$ cat config.mk
export PLATFORM = sky130hd
export DESIGN_NAME = lfo_rate_controller
export DESIGN_NICKNAME = d
export VERILOG_FILES = /design/src/rtl/lfo_rate_controller.sv
export SDC_FILE = /design/constraint.sdc
export NUM_CORES = 1
export LEC_CHECK = 0
export ABC_AREA = 1
export BUFFER_PORTS_ARGS = -buffer_cell sky130_fd_sc_hd__buf_4
export CORE_MARGIN = 2
export CORE_UTILIZATION = 55
export CTS_CLUSTER_DIAMETER = 80
export DETAILED_ROUTE_END_ITERATION = 6
export PLACE_DENSITY = 0.88
export SLEW_MARGIN = 15
export SYNTH_ARGS = -nofsm -noshare
export SYNTH_HDL_FRONTEND = slang
export SYNTH_SLANG_ARGS = --single-unit
$ cat constraint.sdc
create_clock -name CLK -period 5.5 [get_ports CLK]
set_clock_uncertainty 0.1 [all_clocks]
set_input_delay 0.825 -clock CLK [delete_from_list [all_inputs] [get_ports CLK]]
set_output_delay 0.825 -clock CLK [all_outputs]
set_load 0.02 [all_outputs]
$ cat src/rtl/lfo_rate_controller.sv
// Rate/peak controller for the modulation triangle LFO: prescaled step strobe plus
// glitch-free reconfiguration at wave-cycle boundaries. Optional tap-tempo sync: LFO_RATE_CTRL_SYNC_EN.
module lfo_rate_controller #(
  parameter int DATA_WIDTH    = 8,
  parameter int DIV_WIDTH     = 16,
  parameter int DEFAULT_LIMIT = 30,
  parameter int DEFAULT_DIV   = 1000
) (
  input  logic                  CLK,
  input  logic                  rst,
  input  logic                  enable,
  input  logic                  cfg_valid,
  output logic                  cfg_ready,
  input  logic [DIV_WIDTH-1:0]  cfg_div,
  input  logic [DATA_WIDTH-1:0] cfg_limit,
  input  logic                  dir_in,
`ifdef LFO_RATE_CTRL_SYNC_EN
  input  logic                  sync_in,
  output logic                  gen_clear,
`endif
  output logic                  step_en,
  output logic [DATA_WIDTH-1:0] limit,
  output logic [DIV_WIDTH-1:0]  cur_div,
  output logic                  cycle_done,
  output logic                  busy
);

  localparam logic [1:0] ST_IDLE = 2'd0;
  localparam logic [1:0] ST_RUN  = 2'd1;
  localparam logic [1:0] ST_PEND = 2'd2;

  localparam logic [DIV_WIDTH-1:0]  DIV_ONE   = DIV_WIDTH'(1);
  localparam logic [DATA_WIDTH-1:0] LIM_ONE   = DATA_WIDTH'(1);
  localparam logic [DIV_WIDTH-1:0]  DEF_DIV   = DIV_WIDTH'(DEFAULT_DIV);
  localparam logic [DATA_WIDTH-1:0] DEF_LIMIT = DATA_WIDTH'(DEFAULT_LIMIT);

  logic [1:0]            state_q, state_d;
  logic [DIV_WIDTH-1:0]  presc_q, presc_d;
  logic [DIV_WIDTH-1:0]  div_q, div_d;
  logic [DATA_WIDTH-1:0] limit_q, limit_d;
  logic [DIV_WIDTH-1:0]  pend_div_q, pend_div_d;
  logic [DATA_WIDTH-1:0] pend_limit_q, pend_limit_d;
  logic                  cycle_done_q, cycle_done_d;
  logic                  dir_prev_q;

  logic                  running;
  logic                  cfg_acc;
  logic                  sync_hit;
  logic                  boundary;
  logic                  presc_at_end;
  logic [DIV_WIDTH-1:0]  presc_nxt;
  logic [DIV_WIDTH-1:0]  cfg_div_s;
  logic [DATA_WIDTH-1:0] cfg_limit_s;

`ifdef LFO_RATE_CTRL_SYNC_EN
  logic gen_clear_q, gen_clear_d;
  assign sync_hit  = sync_in;
  assign gen_clear = gen_clear_q;
`else
  assign sync_hit  = 1'b0;
`endif

  assign running      = (state_q != ST_IDLE);
  assign cfg_ready    = (state_q != ST_PEND);
  assign busy         = (state_q == ST_PEND);
  assign cfg_acc      = cfg_valid & cfg_ready;
  assign presc_at_end = (presc_q == div_q - DIV_ONE);
  assign presc_nxt    = presc_at_end ? '0 : presc_q + DIV_ONE;
  // A sync restart is treated exactly like the generator returning to zero.
  assign boundary     = (dir_prev_q & ~dir_in) | sync_hit;

  // Zero divider/peak would stall the generator, so clamp them to one.
  assign cfg_div_s   = (cfg_div == '0) ? DIV_ONE : cfg_div;
  assign cfg_limit_s = (cfg_limit == '0) ? LIM_ONE : cfg_limit;

  assign step_en    = running & enable & presc_at_end;
  assign limit      = limit_q;
  assign cur_div    = div_q;
  assign cycle_done = cycle_done_q;

  always_comb begin
    state_d      = state_q;
    presc_d      = presc_q;
    div_d        = div_q;
    limit_d      = limit_q;
    pend_div_d   = pend_div_q;
    pend_limit_d = pend_limit_q;
    cycle_done_d = 1'b0;
`ifdef LFO_RATE_CTRL_SYNC_EN
    gen_clear_d  = sync_hit & enable & running;
`endif
    case (state_q)
      ST_IDLE: begin
        presc_d = '0;
        if (cfg_acc) begin
          div_d   = cfg_div_s;
          limit_d = cfg_limit_s;
        end
        if (enable) state_d = ST_RUN;
      end
      ST_RUN: begin
        presc_d      = sync_hit ? '0 : presc_nxt;
        cycle_done_d = boundary;
        if (!enable) begin
          state_d = ST_IDLE;
          presc_d = '0;
          if (cfg_acc) begin
            div_d   = cfg_div_s;
            limit_d = cfg_limit_s;
          end
        end else if (cfg_acc) begin
          pend_div_d   = cfg_div_s;
          pend_limit_d = cfg_limit_s;
          state_d      = ST_PEND;
        end
      end
      ST_PEND: begin
        presc_d      = presc_nxt;
        cycle_done_d = boundary;
        if (boundary || !enable) begin
          div_d   = pend_div_q;
          limit_d = pend_limit_q;
          presc_d = '0;
          state_d = enable ? ST_RUN : ST_IDLE;
        end
      end
      default: begin
        state_d = ST_IDLE;
        presc_d = '0;
      end
    endcase
  end

  always_ff @(posedge CLK or posedge rst) begin
    if (rst) begin
      state_q      <= ST_IDLE;
      presc_q      <= '0;
      div_q        <= DEF_DIV;
      limit_q      <= DEF_LIMIT;
      pend_div_q   <= '0;
      pend_limit_q <= '0;
      cycle_done_q <= 1'b0;
      dir_prev_q   <= 1'b0;
    end else begin
      state_q      <= state_d;
      presc_q      <= presc_d;
      div_q        <= div_d;
      limit_q      <= limit_d;
      pend_div_q   <= pend_div_d;
      pend_limit_q <= pend_limit_d;
      cycle_done_q <= cycle_done_d;
      dir_prev_q   <= dir_in;
    end
  end

`ifdef LFO_RATE_CTRL_SYNC_EN
  always_ff @(posedge CLK or posedge rst) begin
    if (rst) gen_clear_q <= 1'b0;
    else     gen_clear_q <= gen_clear_d;
  end
`endif

endmodule

Word-level counts from Yosys, hierarchy flattened
Cells that the tools add are included.

operators by class
  mux-type cells = 21
  add/subtract/negate cells = 2
  bitwise logic cells = 5
  equal/unequal tests = 8
  reductions and logical operators = 11

operators with widths
  kind                                                                     count
  16-bit 2-to-1 mux                                                        7
  16-bit case mux with 3 select lines                                      1
  8-bit 2-to-1 mux                                                         4
  16-bit case mux with 2 select lines                                      1
  8-bit case mux with 3 select lines                                       1
  16-bit by 1-bit adder with 16-bit output, second input constant          1
  16-bit equality test                                                     1
  16-bit logical NOT                                                       1
  16-bit by 1-bit subtractor with 16-bit output, second input constant     1
  3-bit AND reduction                                                      3
  8-bit logical NOT                                                        1
  2-bit 2-to-1 mux                                                         4
  2-bit inequality test, second input constant                             3
  2-bit case mux with 3 select lines                                       1
  1-bit bitwise AND                                                        4
  3-bit inequality test, second input constant                             1
  3-bit nonzero test                                                       1
  2-bit by 1-bit equality test with 1-bit output, second input constant    1
  2-bit equality test, second input constant                               1
  2-bit logical NOT                                                        1
  1-bit 2-to-1 mux                                                         2
  2-bit by 1-bit inequality test with 1-bit output, second input constant  1
  2-bit nonzero test                                                       1
  2-bit OR reduction                                                       1
  other kinds (3)                                                          3

word-level totals
  input port bits = 29
  word-level logic and storage cells = 55
  register bits after elaboration = 68
  output and inout bits = 28

Logic depth before layout (Yosys ltp)
  depth after elaboration = 5
  mapped depth = 16
  mapped depth without buffers = 15

Worst setup path before layout
No wires, ideal clock.

  path kind = reg-to-output
  start point = register div_q[0] (netlist: cur_div[0])
  end point = output port step_en
  data arrival time = 1859 ps
  data required time = 4575 ps
  path buffers = 0
  slack = 2716 ps
  cell stages (with the launch flop) = 13
  cell sequence = dfrtp_1 > inv_1 > ha_1 > nand2_2 > nor2_4 > nand2_1 > nand2_1 > nand2_1 > nor2_1 > nand2_1 > nor2_1 > nand2_2 > nor2_1

on the way
  cells in the longest elaborated chain, start to end = 3

RTL lines
  what                                           RTL line  source
  from (decl)                                    39        logic [DIV_WIDTH-1:0] div_q, div_d;
  from (signal assigned)                         147       div_q <= div_d;
  16-bit by 1-bit subtractor with 16-bit output  67        assign presc_at_end = (presc_q == div_q - DIV_ONE);
  16-bit equality test                           67
  1-bit bitwise AND                              76        assign step_en = running & enable & presc_at_end;
  to (decl)                                      21        output logic step_en,

No other way between the ends.

Worst setup path in the final report
  start point = register state_q[0]
  end point = register pend_div_q[4]

on the way
  cells in the longest elaborated chain, start to end = 3
  elaborated cells between the ends (all ways) = 4
  classes of those cells = eq/ne (2); bitwise (1); reduce/logical (1)

RTL lines
  what                                    RTL line  source
  from (decl)                             37        logic [1:0] state_q, state_d;
  from (signal assigned)                  145       state_q <= state_d;
  2-bit inequality test                   64        assign cfg_ready = (state_q != ST_PEND);
  1-bit bitwise AND                       66        assign cfg_acc = cfg_valid & cfg_ready;
  3-bit AND reduction (no source line) *  -
  to (signal assigned)                    149       pend_div_q <= pend_div_d;
  to (decl)                               41        logic [DIV_WIDTH-1:0] pend_div_q, pend_div_d;

Mark *: on every way between the ends. The rest lies on a longest branch, timed or not.
A chain may end at the register's enable or synchronous reset.

==> run_results.csv <==
group,metric,value,unit
cts,tritoncts_num_sinks,68,
power_and_ir_drop,power.static_leakage,2.20,nW
synthesis,synth_cells,480,
synthesis,synth_seq_area_share,0.462,
timing,setup_viol,0,
route,route.final.wire_length,8760,um
critical_path,setup.worst_path.class,"register to register",
job,max_cap_violations,0,
timing,timing.final.ws_setup,2.06,ns
cts,clk_transition_reported_paths,0.07,ns
timing,hold_viol_final,0,
critical_path,worstPathArrival,3.58,ns
timing,timing.setup.tns,0,ns
timing,slew_headroom,0.314,
synthesis,cells_taking_the_most_area_after_synthesis,"dfrtp_1 39%, nand2_1 12%, o21ai_0 7.8%",
cts,cts-buffers-inserted,9,
power_and_ir_drop,vdd.ir_drop.worst,308,uV
cells_and_area,sequential_cell_area_in_the_final_layout,1710,um^2
timing,grt_setup_unrepaired,"false",
route,initial_drt_markers,157,
synthesis,synthesis.yosys.warnings,0,
synthesis,post_synth.cell_area_avg,7.74,um^2
critical_path,worst_setup_path_start_kind,"register",
placed_design,detailedPlacementHpwl,6080,um
route,remaining_drc_errors,0,
global_route,groute.usage.overall,0.255,
synthesis,synth.most_common_cell,"nand2_1",
timing,final_period_minus_worst_setup_slack,3.44,ns
run_status,status,"complete, no violations",
route,drt-vias-per-instance,5.47,
route,dr.max_layer_used,"met4",
cells_and_area,layout.nets,569,
critical_path,timing.critical_path.to_type,"register",
critical_path,rr_worst_depth,7,
timing,worstMarginPinSlew,1.03,ns
floorplanning,die_area,7430,um^2
cts,htree_levels,3,
floorplanning,starting_density,0.578,
global_route,antenna_violations_before_repair,0,
synthesis,synthesized_nets,515,
floorplanning,core-area,6420,um^2
placed_design,place_ws,2.19,ns
route,route.layer.met1.wl,3720,um
floorplanning,die_x,86.2,um
power_and_ir_drop,design_power_total,2.46,mW
cts,clock_tree_from_tritoncts,"done",
power_and_ir_drop,cellPowerDensity,556,nW/um^2
route,drt.antenna.violating_nets,0,
cts,worst_skew_pair.late_latency,0.35,ns
cts,clk_path_buf_depth,2,
floorplanning,die_height,86.2,um
synthesis,synth_seq_cells,68,
cts,postCtsHoldBufs,0,
global_route,first_global_vias,3254,
route,via_count,3369,
synthesis,synth.distinct_cells,29,
cells_and_area,area.growth.synth_to_final,19.1,%
synthesis,top_post_synthesis_cells_by_count,"123 x nand2_1, 63 x inv_1, 58 x dfrtp_1, 58 x o21ai_0, 44 x nor2_1",
min_path,hold_path.class,"register to register",
route,routed-wl-met2,4360,um
cells_and_area,fillers,489,
cts,clockRootBuffer,"clkbuf_8",
route,detail_route.wl_per_cell,14.2,um
timing,timing.final.max_slew_violations,0,
floorplanning,rows,29,
timing,max_freq,291,MHz
timing,final_min_period_over_clock_period,0.625,
floorplanning,io_pins,57,
synthesis,synth_edf_count,0,
synthesis,postSynth.asyncResetShare,1.00,
placed_design,buffer_ports.inserted,56,
global_route,grt_max_degree,69,
cells_and_area,drive_above_1_share,0.193,
cells_and_area,share_of_the_core_filled_with_cells,0.688,
cells_and_area,multi_input_comb_area,1690,um^2
global_route,wire_length_of_the_first_global_routing_pass,14900,um
cts,post_cts_buffers,0,
min_path,number_of_instances_on_the_worst_hold_path,2,
route,met3WireLength,500,um
global_route,grt_overflow,0,
critical_path,required,5.64,ns
cts,cts_resized,0,
route,detail_route.first_pass.iterations,5,
synthesis,synth_top_area_frac,0.391,
critical_path,critical_path.max_fanout,42,
placed_design,last_weighted_congestion_value_of_the_routability_driven_placer,0.845,
synthesis,synth_top_area_cell,"dfrtp_1",
synthesis,post_synth_instance_area,3710,um^2
synthesis,prevailing_post_synth_register_cell,"dfrtp_1",
cells_and_area,antenna-diode-count,0,
-- final cells by class --
class | instances | share of cell area
inverter | 63 | 0.0535
sequential | 68 | 0.388
multi-input combinational | 334 | 0.382
clock buffer | 12 | 0.0351
clock inverter | 4 | 0.0215
timing repair buffer | 58 | 0.0985
tap | 77 | 0.0218
-- through the flow --
step	cells	hold WS, ns	instance area (um^2)
3_3_place_gp	600	0.350	4170
4_1_cts	616	0.378	4420
2_1_floorplan	480	0.337	3710
6_report	616	0.377	4420
5_1_grt	616	0.411	4420
3_5_place_dp	600	0.361	4170
-- flip-flops by register name, indices dropped and copies added (netlist names) --
| name | count |
|---|---|
| pend_div_q | 16 |
| state_q | 2 |
| cycle_done | 1 |
| cur_div | 16 |
| pend_limit_q | 8 |
| dir_prev_q | 1 |
| limit | 8 |
| presc_q | 16 |
-- where the power goes --
part           switching [mW]  leakage (nW)  internal, mW  total, mW
combinational           0.671          1.22         0.389       1.06
sequential              0.161         0.847         0.714      0.875
clock                   0.196         0.127         0.326      0.522
-- logic make-up after synthesis --
family / synth area share
flip-flops: 0.462
adder cells (fa/ha/maj): 0.0202
XOR/XNOR: 0.0590
buffers and inverters: 0.0836
AND/OR/NAND/NOR: 0.259
AO/OA/AOI/OAI: 0.117
-- cells in the final DEF (no fill, tap or decap) --
cell / n
ha_1: 6
nand3_1: 20
clkbuf_1: 1
nor2_1: 44
o21bai_1: 2
nor2_2: 13
nand3b_1: 3
a21oi_1: 8
a22oi_1: 1
o31ai_1: 2
clkbuf_8: 11
xnor2_1: 13
nand2_1: 123
or2_2: 1
inv_2: 1
o21ai_0: 58
dfstp_2: 10
dfrtp_1: 58
buf_4: 58
clkinv_2: 1
bufinv_16: 3
nor4_1: 4
nor2_4: 2
nand4_1: 5
nor3_1: 3
nand2_4: 1
a31oi_1: 2
nand2_2: 3
xor2_1: 12
inv_1: 62
o211ai_1: 3
o22ai_1: 5
-- worst max-delay path: stages (launching register included) --
cell and delay (ns):
dfrtp_1 0.44, inv_1 0.09, ha_1 0.39, inv_1 0.81
nand2_1 0.15, nor2_1 0.39, inv_1 0.57, o21ai_0 0.38
-- final timing paths --
check | start | slack, ns | end
worst max-delay path | state_q[0] | 2.06 | pend_div_q[4]
worst min-delay path | pend_div_q[6] | 0.38 | pend_div_q[6]
worst max register to register | state_q[0] | 2.06 | pend_div_q[4]
worst min register to register | pend_div_q[6] | 0.38 | pend_div_q[6]
max in group asynchronous | rst | 4.13 | pend_div_q[10]
min in group asynchronous | rst | 0.62 | presc_q[0]
-- routing by layer --
metal / up-vias / track usage
li1: 1626 / -
met1: 1587 / 0.331
met2: 134 / 0.425
met3: 22 / 0.0533
met4: 0 / 0.0909
met5: - / 0
Power figures use the tool's default switching activity.
